==> src/rtl/isl51002_pkg.sv <==
// Shared definitions for the ISL51002 mode controller.
//   lock_state_e : input-sync lock states, encoding visible on lock_state_o
//   CfgAddr*     : shadow register addresses on the CPU config bus
//   Ctrl*        : bit positions inside the ctrl register (address 3)
package isl51002_pkg;

  typedef enum logic [1:0] {
    LkNoSync  = 2'd0,
    LkAcquire = 2'd1,
    LkLocked  = 2'd2,
    LkHold    = 2'd3
  } lock_state_e;

  localparam logic [1:0] CfgAddrHv   = 2'd0;
  localparam logic [1:0] CfgAddrHv2  = 2'd1;
  localparam logic [1:0] CfgAddrHv3  = 2'd2;
  localparam logic [1:0] CfgAddrCtrl = 2'd3;

  localparam int unsigned CtrlVsType = 0;
  localparam int unsigned CtrlVsPol  = 1;
  localparam int unsigned CtrlCscEn  = 2;
  localparam int unsigned CtrlCscCs  = 3;
  localparam int unsigned CtrlW      = 4;

endpackage

==> src/rtl/isl51002_mode_ctrl_if.sv <==
// CPU-side config bus of the ISL51002 mode controller.
//   cfg_wr / cfg_addr / cfg_data : shadow register write
//   cfg_commit                   : request to apply the shadow set
//   commit_pending               : commit requested, not yet applied
//   commit_done                  : 1-cycle pulse, new active config visible
interface isl51002_mode_ctrl_if;
  logic        cfg_wr;
  logic [1:0]  cfg_addr;
  logic [31:0] cfg_data;
  logic        cfg_commit;
  logic        commit_pending;
  logic        commit_done;

  modport master (
    output cfg_wr, cfg_addr, cfg_data, cfg_commit,
    input  commit_pending, commit_done
  );

  modport slave (
    input  cfg_wr, cfg_addr, cfg_data, cfg_commit,
    output commit_pending, commit_done
  );
endinterface

==> src/rtl/isl51002_lock_fsm.sv <==
// Input-sync lock tracker for the ISL51002 frontend.
// Ports:
//   PCLK_i, reset_n      : pixel clock, async active-low reset
//   fe_i                 : frame edge (rising edge of frame_change)
//   apply_i              : shadow config applied this cycle; outside NO_SYNC
//                          restarts acquisition
//   vtotal_i, interlace_i: frontend measured timing
//   state_o              : lock state
//   vtotal_ref_o         : reference vtotal
//   mode_change_o        : 1-cycle pulse on loss of lock
module isl51002_lock_fsm
  import isl51002_pkg::*;
#(
  parameter int unsigned LOCK_FRAMES   = 3,
  parameter int unsigned UNLOCK_FRAMES = 2,
  parameter int unsigned VTOTAL_TOL    = 1,
  parameter logic [23:0] FRAME_TIMEOUT = 24'd4000000
) (
  input  logic        PCLK_i,
  input  logic        reset_n,
  input  logic        fe_i,
  input  logic        apply_i,
  input  logic [10:0] vtotal_i,
  input  logic        interlace_i,
  output lock_state_e state_o,
  output logic [10:0] vtotal_ref_o,
  output logic        mode_change_o
);

  lock_state_e state_q;
  logic [10:0] ref_q;
  logic        iref_q;
  logic [7:0]  match_cnt_q;
  logic [7:0]  miss_cnt_q;
  logic [23:0] tmo_q;
  logic        mode_change_q;

  logic signed [11:0] diff;
  logic [11:0]        diff_abs;
  logic               match;
  logic [7:0]         match_inc;
  logic [7:0]         miss_inc;
  logic               timeout_hit;

  always_comb begin
    // 12-bit signed difference cannot wrap for 11-bit operands
    diff        = $signed({1'b0, vtotal_i}) - $signed({1'b0, ref_q});
    diff_abs    = diff[11] ? 12'(-diff) : 12'(diff);
    match       = (diff_abs <= 12'(VTOTAL_TOL)) && (interlace_i == iref_q);
    match_inc   = match_cnt_q + 8'd1;
    miss_inc    = miss_cnt_q + 8'd1;
    // Fires once, on the cycle the counter would reach the limit; fe wins
    timeout_hit = !fe_i && (tmo_q == FRAME_TIMEOUT - 24'd1);
  end

  always_ff @(posedge PCLK_i or negedge reset_n) begin
    if (!reset_n) begin
      state_q       <= LkNoSync;
      ref_q         <= '0;
      iref_q        <= 1'b0;
      match_cnt_q   <= '0;
      miss_cnt_q    <= '0;
      tmo_q         <= '0;
      mode_change_q <= 1'b0;
    end else begin
      mode_change_q <= 1'b0;

      if (fe_i) begin
        tmo_q <= '0;
      end else if (tmo_q != FRAME_TIMEOUT) begin
        tmo_q <= tmo_q + 24'd1;
      end

      if (fe_i) begin
        if (apply_i && state_q != LkNoSync) begin
          // New config invalidates the measured timing; restart from scratch
          state_q     <= LkAcquire;
          match_cnt_q <= '0;
          miss_cnt_q  <= '0;
        end else begin
          unique case (state_q)
            LkNoSync: begin
              state_q     <= LkAcquire;
              ref_q       <= vtotal_i;
              iref_q      <= interlace_i;
              match_cnt_q <= 8'd1;
            end
            LkAcquire: begin
              if (match_cnt_q == 8'd0 || !match) begin
                ref_q       <= vtotal_i;
                iref_q      <= interlace_i;
                match_cnt_q <= 8'd1;
              end else begin
                match_cnt_q <= match_inc;
                if ({24'd0, match_inc} >= LOCK_FRAMES) state_q <= LkLocked;
              end
            end
            LkLocked: begin
              if (!match) begin
                state_q    <= LkHold;
                miss_cnt_q <= 8'd1;
              end
            end
            LkHold: begin
              if (match) begin
                state_q    <= LkLocked;
                miss_cnt_q <= '0;
              end else if ({24'd0, miss_inc} >= UNLOCK_FRAMES) begin
                state_q       <= LkAcquire;
                ref_q         <= vtotal_i;
                iref_q        <= interlace_i;
                match_cnt_q   <= 8'd1;
                miss_cnt_q    <= '0;
                mode_change_q <= 1'b1;
              end else begin
                miss_cnt_q <= miss_inc;
              end
            end
            default: state_q <= LkNoSync;
          endcase
        end
      end else if (timeout_hit) begin
        // References are kept; only the lock progress is discarded
        state_q       <= LkNoSync;
        match_cnt_q   <= '0;
        miss_cnt_q    <= '0;
        mode_change_q <= (state_q == LkLocked) || (state_q == LkHold);
      end
    end
  end

  assign state_o       = state_q;
  assign vtotal_ref_o  = ref_q;
  assign mode_change_o = mode_change_q;

endmodule

==> src/rtl/isl51002_mode_ctrl.sv <==
// ISL51002 frontend mode controller: CPU-written shadow config applied
// atomically at a frame boundary, plus input-sync lock tracking.
// Ports:
//   PCLK_i, reset_n          : pixel clock, async active-low reset
//   cfg                      : CPU config bus (write, commit, status)
//   frame_change_i, vtotal_i,
//   interlace_flag_i         : frontend sync measurements
//   hv_in_config*_o, vs_*_o,
//   csc_*_o                  : active config to the frontend
//   lock_state_o, locked_o,
//   mode_change_o,
//   vtotal_ref_o             : lock status to the CPU
module isl51002_mode_ctrl
  import isl51002_pkg::*;
#(
  parameter int unsigned LOCK_FRAMES   = 3,
  parameter int unsigned UNLOCK_FRAMES = 2,
  parameter int unsigned VTOTAL_TOL    = 1,
  parameter logic [23:0] FRAME_TIMEOUT = 24'd4000000
) (
  input  logic                       PCLK_i,
  input  logic                       reset_n,
  isl51002_mode_ctrl_if.slave        cfg,
  input  logic                       frame_change_i,
  input  logic [10:0]                vtotal_i,
  input  logic                       interlace_flag_i,
  output logic [31:0]                hv_in_config_o,
  output logic [31:0]                hv_in_config2_o,
  output logic [31:0]                hv_in_config3_o,
  output logic                       vs_type_o,
  output logic                       vs_polarity_o,
  output logic                       csc_enable_o,
  output logic                       csc_cs_o,
  output logic [1:0]                 lock_state_o,
  output logic                       locked_o,
  output logic                       mode_change_o,
  output logic [10:0]                vtotal_ref_o
);

  logic             fc_prev_q;
  logic [31:0]      sh_hv_q, sh_hv2_q, sh_hv3_q;
  logic [CtrlW-1:0] sh_ctrl_q;
  logic [31:0]      act_hv_q, act_hv2_q, act_hv3_q;
  logic [CtrlW-1:0] act_ctrl_q;
  logic             pending_q;
  logic             done_q;

  logic        fe;
  logic        apply;
  lock_state_e lock_state;

  assign fe    = frame_change_i & ~fc_prev_q;
  // Commits apply at a frame edge, or immediately when there is no sync
  assign apply = (pending_q | cfg.cfg_commit) & (fe | (lock_state == LkNoSync));

  always_ff @(posedge PCLK_i or negedge reset_n) begin
    if (!reset_n) begin
      fc_prev_q  <= 1'b0;
      sh_hv_q    <= '0;
      sh_hv2_q   <= '0;
      sh_hv3_q   <= '0;
      sh_ctrl_q  <= '0;
      act_hv_q   <= '0;
      act_hv2_q  <= '0;
      act_hv3_q  <= '0;
      act_ctrl_q <= '0;
      pending_q  <= 1'b0;
      done_q     <= 1'b0;
    end else begin
      fc_prev_q <= frame_change_i;
      done_q    <= apply;

      if (cfg.cfg_wr) begin
        unique case (cfg.cfg_addr)
          CfgAddrHv:   sh_hv_q   <= cfg.cfg_data;
          CfgAddrHv2:  sh_hv2_q  <= cfg.cfg_data;
          CfgAddrHv3:  sh_hv3_q  <= cfg.cfg_data;
          CfgAddrCtrl: sh_ctrl_q <= cfg.cfg_data[CtrlW-1:0];
          default:     sh_hv_q   <= sh_hv_q;
        endcase
      end

      // Non-blocking reads give the shadow value from before a same-cycle write
      if (apply) begin
        act_hv_q   <= sh_hv_q;
        act_hv2_q  <= sh_hv2_q;
        act_hv3_q  <= sh_hv3_q;
        act_ctrl_q <= sh_ctrl_q;
        pending_q  <= 1'b0;
      end else if (cfg.cfg_commit) begin
        pending_q <= 1'b1;
      end
    end
  end

  isl51002_lock_fsm #(
    .LOCK_FRAMES  (LOCK_FRAMES),
    .UNLOCK_FRAMES(UNLOCK_FRAMES),
    .VTOTAL_TOL   (VTOTAL_TOL),
    .FRAME_TIMEOUT(FRAME_TIMEOUT)
  ) u_lock_fsm (
    .PCLK_i       (PCLK_i),
    .reset_n      (reset_n),
    .fe_i         (fe),
    .apply_i      (apply),
    .vtotal_i     (vtotal_i),
    .interlace_i  (interlace_flag_i),
    .state_o      (lock_state),
    .vtotal_ref_o (vtotal_ref_o),
    .mode_change_o(mode_change_o)
  );

  assign hv_in_config_o     = act_hv_q;
  assign hv_in_config2_o    = act_hv2_q;
  assign hv_in_config3_o    = act_hv3_q;
  assign vs_type_o          = act_ctrl_q[CtrlVsType];
  assign vs_polarity_o      = act_ctrl_q[CtrlVsPol];
  assign csc_enable_o       = act_ctrl_q[CtrlCscEn];
  assign csc_cs_o           = act_ctrl_q[CtrlCscCs];
  assign cfg.commit_pending = pending_q;
  assign cfg.commit_done    = done_q;
  assign lock_state_o       = lock_state;
  assign locked_o           = (lock_state == LkLocked) || (lock_state == LkHold);

endmodule

==> src/flat_wrapper.sv <==
// flat-port wrapper written by rule: the top's interface ports become plain ports
module isl51002_mode_ctrl_flat import isl51002_pkg::*;
#(
  parameter int unsigned LOCK_FRAMES   = 3,
  parameter int unsigned UNLOCK_FRAMES = 2,
  parameter int unsigned VTOTAL_TOL    = 1,
  parameter logic [23:0] FRAME_TIMEOUT = 24'd4000000
)
  (PCLK_i, reset_n, frame_change_i, vtotal_i, interlace_flag_i, hv_in_config_o, hv_in_config2_o, hv_in_config3_o, vs_type_o, vs_polarity_o, csc_enable_o, csc_cs_o, lock_state_o, locked_o, mode_change_o, vtotal_ref_o, cfg_cfg_wr, cfg_cfg_addr, cfg_cfg_data, cfg_cfg_commit, cfg_commit_pending, cfg_commit_done);
  isl51002_mode_ctrl_if cfg_i ();
  input  logic PCLK_i;
  input  logic reset_n;
  input  logic frame_change_i;
  input  logic [10:0] vtotal_i;
  input  logic interlace_flag_i;
  output logic [31:0] hv_in_config_o;
  output logic [31:0] hv_in_config2_o;
  output logic [31:0] hv_in_config3_o;
  output logic vs_type_o;
  output logic vs_polarity_o;
  output logic csc_enable_o;
  output logic csc_cs_o;
  output logic [1:0] lock_state_o;
  output logic locked_o;
  output logic mode_change_o;
  output logic [10:0] vtotal_ref_o;
  input wire logic [$bits(cfg_i.cfg_wr)-1:0] cfg_cfg_wr;
  input wire logic [$bits(cfg_i.cfg_addr)-1:0] cfg_cfg_addr;
  input wire logic [$bits(cfg_i.cfg_data)-1:0] cfg_cfg_data;
  input wire logic [$bits(cfg_i.cfg_commit)-1:0] cfg_cfg_commit;
  output wire logic [$bits(cfg_i.commit_pending)-1:0] cfg_commit_pending;
  output wire logic [$bits(cfg_i.commit_done)-1:0] cfg_commit_done;
  assign cfg_i.cfg_wr = cfg_cfg_wr;
  assign cfg_i.cfg_addr = cfg_cfg_addr;
  assign cfg_i.cfg_data = cfg_cfg_data;
  assign cfg_i.cfg_commit = cfg_cfg_commit;
  assign cfg_commit_pending = cfg_i.commit_pending;
  assign cfg_commit_done = cfg_i.commit_done;
  isl51002_mode_ctrl #(.LOCK_FRAMES(LOCK_FRAMES), .UNLOCK_FRAMES(UNLOCK_FRAMES), .VTOTAL_TOL(VTOTAL_TOL), .FRAME_TIMEOUT(FRAME_TIMEOUT)) u_core (.PCLK_i(PCLK_i), .reset_n(reset_n), .cfg(cfg_i), .frame_change_i(frame_change_i), .vtotal_i(vtotal_i), .interlace_flag_i(interlace_flag_i), .hv_in_config_o(hv_in_config_o), .hv_in_config2_o(hv_in_config2_o), .hv_in_config3_o(hv_in_config3_o), .vs_type_o(vs_type_o), .vs_polarity_o(vs_polarity_o), .csc_enable_o(csc_enable_o), .csc_cs_o(csc_cs_o), .lock_state_o(lock_state_o), .locked_o(locked_o), .mode_change_o(mode_change_o), .vtotal_ref_o(vtotal_ref_o));
endmodule
==> config.mk <==
export PLATFORM = sky130hd
export DESIGN_NAME = isl51002_mode_ctrl_flat
export DESIGN_NICKNAME = d
export VERILOG_FILES = /design/src/rtl/isl51002_pkg.sv /design/src/rtl/isl51002_mode_ctrl_if.sv /design/src/rtl/isl51002_lock_fsm.sv /design/src/rtl/isl51002_mode_ctrl.sv /design/src/flat_wrapper.sv
export SDC_FILE = /design/constraint.sdc
export NUM_CORES = 1
export LEC_CHECK = 0
export ABC_CLOCK_PERIOD_IN_PS = 4030
export CELL_PAD_IN_SITES_DETAIL_PLACEMENT = 1
export CELL_PAD_IN_SITES_GLOBAL_PLACEMENT = 1
export CORE_MARGIN = 3
export CORE_UTILIZATION = 43
export DETAILED_ROUTE_END_ITERATION = 16
export HOLD_SLACK_MARGIN = 0.1
export PLACE_DENSITY_LB_ADDON = 0.1
export RECOVER_POWER = 50
export SYNTH_ARGS = -nofsm -noshare
export SYNTH_HDL_FRONTEND = slang
export SYNTH_SLANG_ARGS = --single-unit
==> constraint.sdc <==
create_clock -name PCLK_i -period 4.03 [get_ports PCLK_i]
set_input_delay 1.0075 -clock PCLK_i [delete_from_list [all_inputs] [get_ports PCLK_i]]
set_output_delay 1.0075 -clock PCLK_i [all_outputs]
set_load 0.03 [all_outputs]
==> qor.csv <==
metric,value,unit
CTS tree,done,
clock share of power,26.6,%
Ant. Diodes,0,
hpwl dp,20200,um
GRT overflow,0,
worst r2r src,u_core.u_lock_fsm.vtotal_ref_o[0]$_DFFE_PN0P_,
num rows,59,
Num CTS Buffers,29,
Worst Path Arrival,4.40,ns
fin worst setup slack,0.0443,ns
top_reg_cell synth,dfrtp_1,
Hold Crit Class,reg2reg,
Power Total,9760,uW
post-synthesis net count,1160,
"Cell Area, Synth",11500,sq um
Sw Share,35.6,%
Die X,169,um
Clock Sinks,258,
Mean Syn Cell Area,10.5,sq um
WP data required,4.45,ns
Gate Count Post-Synth,1089,
failing checks,"max-capacitance violations, max-slew violations",
Post-Place Setup Slack,-0.687,ns
Synth cell types,67,
Final Max Tran Viols,93,
sum of negative setup slack,0,ns
vias in the first global route,9715,
Pleak,0.00693,uW
slew margin rel.,-57.2,%
Post-CTS Hold Fix Bufs,0,
layout filler cell count,2819,
Die Ht,169,um
clock-pin slew on the worst setup and hold paths,0.06,ns
Min Hold Slack,0.460,ns
Root Driver,clkbuf_16,
cell depth of the worst hold path,2,
Crit Reg-Reg Endpoint,u_core.u_lock_fsm.vtotal_ref_o[10]$_DFFE_PN0P_,
first-pass GRT wire length,50900,um
PD cells,650,nW/um^2
Seq pwr share,36.8,%
clk buf depth,3,
Net Sw Power,3480,uW
final hold viol count,0,
"Max FO, Critical Path",12,
final worst path period need,3.99,ns
fmax,251,MHz
Worst setup SP type,input port,
largest net degree at the start of global routing,102,
R2R Setup Slk,0.44,ns
worst vdd ir,366,uV
"antenna viol nets, final",0,
vias,8811,
layout cells sized above 1,19.1,%
CP Capture Type,flip-flop,
hold_sp,u_core.sh_hv3_q[6]$_DFFE_PN0P_,
Final nets,1387,
IO buf count,167,
Skew-Pair Late Insertion Delay,0.53,ns
Crit Path Class,in2reg,
async set-or-reset flop fraction in the synthesized netlist,100,%
final instance area,15000,sq um
Post-DP Area,14000,sq um
number of max-cap violations,1,
combinational power share,36.6,%
starting density of the core,43.9,%
First-pass DRT Iterations,4,
Final period util,98.9,%
Top Ports,168,
clock skew,0.0211,ns
final setup violating endpoints,0,
Slew @ Worst Pin,2.36,ns
Internal,6280,uW
final WL,30700,um
Routed wire per std cell,18.4,um
die area,28700,sq um
"Seq/Total Area, Yosys",56.3,%
Worst Reg2Reg Path Length in Cells,12,
htree depth,1,
Yosys reg bits,258,
area grow syn2layout,30.9,%
Via density,5.27,
Overall Global Routing Usage,21.7,%
Post-synth EDFFs,0,
status,"finished, violations left",
Hold Path End,u_core.hv_in_config3_o[6]$_DFFE_PN0P_,
DRC Markers,0,
RePlAce Congestion,0.815,
initial antenna violation count,0,
synth warn,0,
Starting DRT DRC Count,458,
Core Area,26100,sq um
-- synthesized netlist by cell type, drive strengths merged (3+ instances only) --
cell type    n  share of area (%)
o21ai       22               0.96
a21oi       15               0.72
xnor2       13                1.2
nand4        7               0.38
dfrtp      258                 56
o311ai       3               0.23
ha          19                2.1
or3          4               0.22
o211ai       6               0.39
nor3b        8               0.52
nand2      335                 11
o2111ai      5               0.49
nor4         8               0.57
a211oi       4               0.31
nand2b       4               0.22
mux2       112                 11
o21a         6               0.39
and2         3               0.16
and3        12               0.65
clkbuf      38                1.2
xor2        18                1.4
nor2b        5               0.34
nor3        19               0.87
nor4b        5               0.38
nand3       23                1.0
inv         32                1.0
mux2i        5               0.44
buf          9               0.50
o22ai        6               0.38
a31oi        9               0.49
nor2        46                1.5
-- critical path: stages --
cell             delay (ns)
clkdlybuf4s50_1        0.49
ha_2                   0.29
nor2b_4                0.15
o2111ai_4              0.24
buf_6                  0.14
nand4_1                0.13
and2_4                 0.21
o41a_1                 0.38
o31a_1                 0.33
o41a_1                 0.37
o21a_1                 0.20
buf_12                 0.16
mux2_1                 0.31
-- metrics by stage --
step | utilization, % | std cells
5_1_grt | 57.5 | 1672
3_3_place_gp | 53.7 | 1618
4_1_cts | 57.4 | 1670
6_report | 57.5 | 1672
3_5_place_dp | 53.7 | 1618
2_1_floorplan | - | 1089
-- worst max-delay path by stage --
stage | slack, ns | start | end | depth (start not counted)
3_3_place_gp | -0.64 | vtotal_i[0] | u_core.u_lock_fsm.vtotal_ref_o[10]$_DFFE_PN0P_ | 14
6_report | 0.04 | vtotal_i[2] | u_core.u_lock_fsm.vtotal_ref_o[10]$_DFFE_PN0P_ | 13
5_1_grt | -0.07 | vtotal_i[2] | u_core.u_lock_fsm.match_cnt_q[0]$_DFFE_PN0P_ | 15
2_1_floorplan | 0.005 | vtotal_i[0] | u_core.u_lock_fsm.vtotal_ref_o[0]$_DFFE_PN0P_ | 13
3_5_place_dp | -0.69 | vtotal_i[0] | u_core.u_lock_fsm.vtotal_ref_o[10]$_DFFE_PN0P_ | 14
4_1_cts | 0.11 | vtotal_i[1] | u_core.u_lock_fsm.vtotal_ref_o[10]$_DFFE_PN0P_ | 13
-- sequential cells by signal, summed over array words and instances (netlist names) --
name                             cells
u_core.act_ctrl_q                    4
u_core.cfg.commit_done               1
u_core.cfg.commit_pending            1
u_core.fc_prev_q                     1
u_core.hv_in_config2_o              32
u_core.hv_in_config3_o              32
u_core.hv_in_config_o               32
u_core.sh_ctrl_q                     4
u_core.sh_hv2_q                     32
u_core.sh_hv3_q                     32
u_core.sh_hv_q                      32
u_core.u_lock_fsm.iref_q             1
u_core.u_lock_fsm.match_cnt_q        8
u_core.u_lock_fsm.miss_cnt_q         8
u_core.u_lock_fsm.mode_change_o      1
u_core.u_lock_fsm.state_o            2
u_core.u_lock_fsm.tmo_q             24
u_core.u_lock_fsm.vtotal_ref_o      11
-- cell type report --
cell class,instances,area [sq um],share of cell area (%)
Sequential cell,258,6460,43.0
Multi-Input combinational cell,752,4820,32.1
Timing Repair Buffer,243,2250,15.0
Clock buffer,39,813,5.42
Tap cell,335,419,2.79
Clock inverter,13,128,0.850
Inverter,32,124,0.825
-- routing by layer --
layer	up-vias	wire, um	global-route usage (%)
met1	4508	13200	27.9
met3	29	1560	4.82
met5	-	0	0
met4	0	430	4.59
li1	4119	-	-
met2	155	15500	37.9
-- power by group through the flow --
stage	clock network, uW	logic, uW	registers (uW)
floorplan	0	1270	4250
global placement	0	3450	3600
detailed placement	0	3530	3620
CTS	2680	3580	3590
global route	2800	3880	3670
finish	2600	3570	3590
-- cells by family after synthesis --
kind of cell               synth area share [%]
and+or+nand+nor                            18.3
DFF                                        56.3
muxes                                      11.7
AOI/OAI and AO/OA                          6.15
buffers and inverters                      2.79
xor gates and xnor gates                   2.53
adders and majority gates                  2.25
-- layout by cell type (no fill, tap or decap), types with 18 or more instances in the layout --
| cell type | count |
|---|---|
| buf_4 | 61 |
| clkbuf_16 | 29 |
| clkdlybuf4s50_1 | 162 |
| dfrtp_1 | 258 |
| inv_1 | 29 |
| mux2_2 | 100 |
| nand2_1 | 334 |
| nand3_1 | 23 |
| nor2_1 | 45 |
| nor3_1 | 18 |
-- timing repair --
action	CTS	global route
resized for setup	4	14
buffers inserted	0	2
pin swaps	0	8
endpoints found under the setup margin	24	26
(Power assumes the default switching activity.)
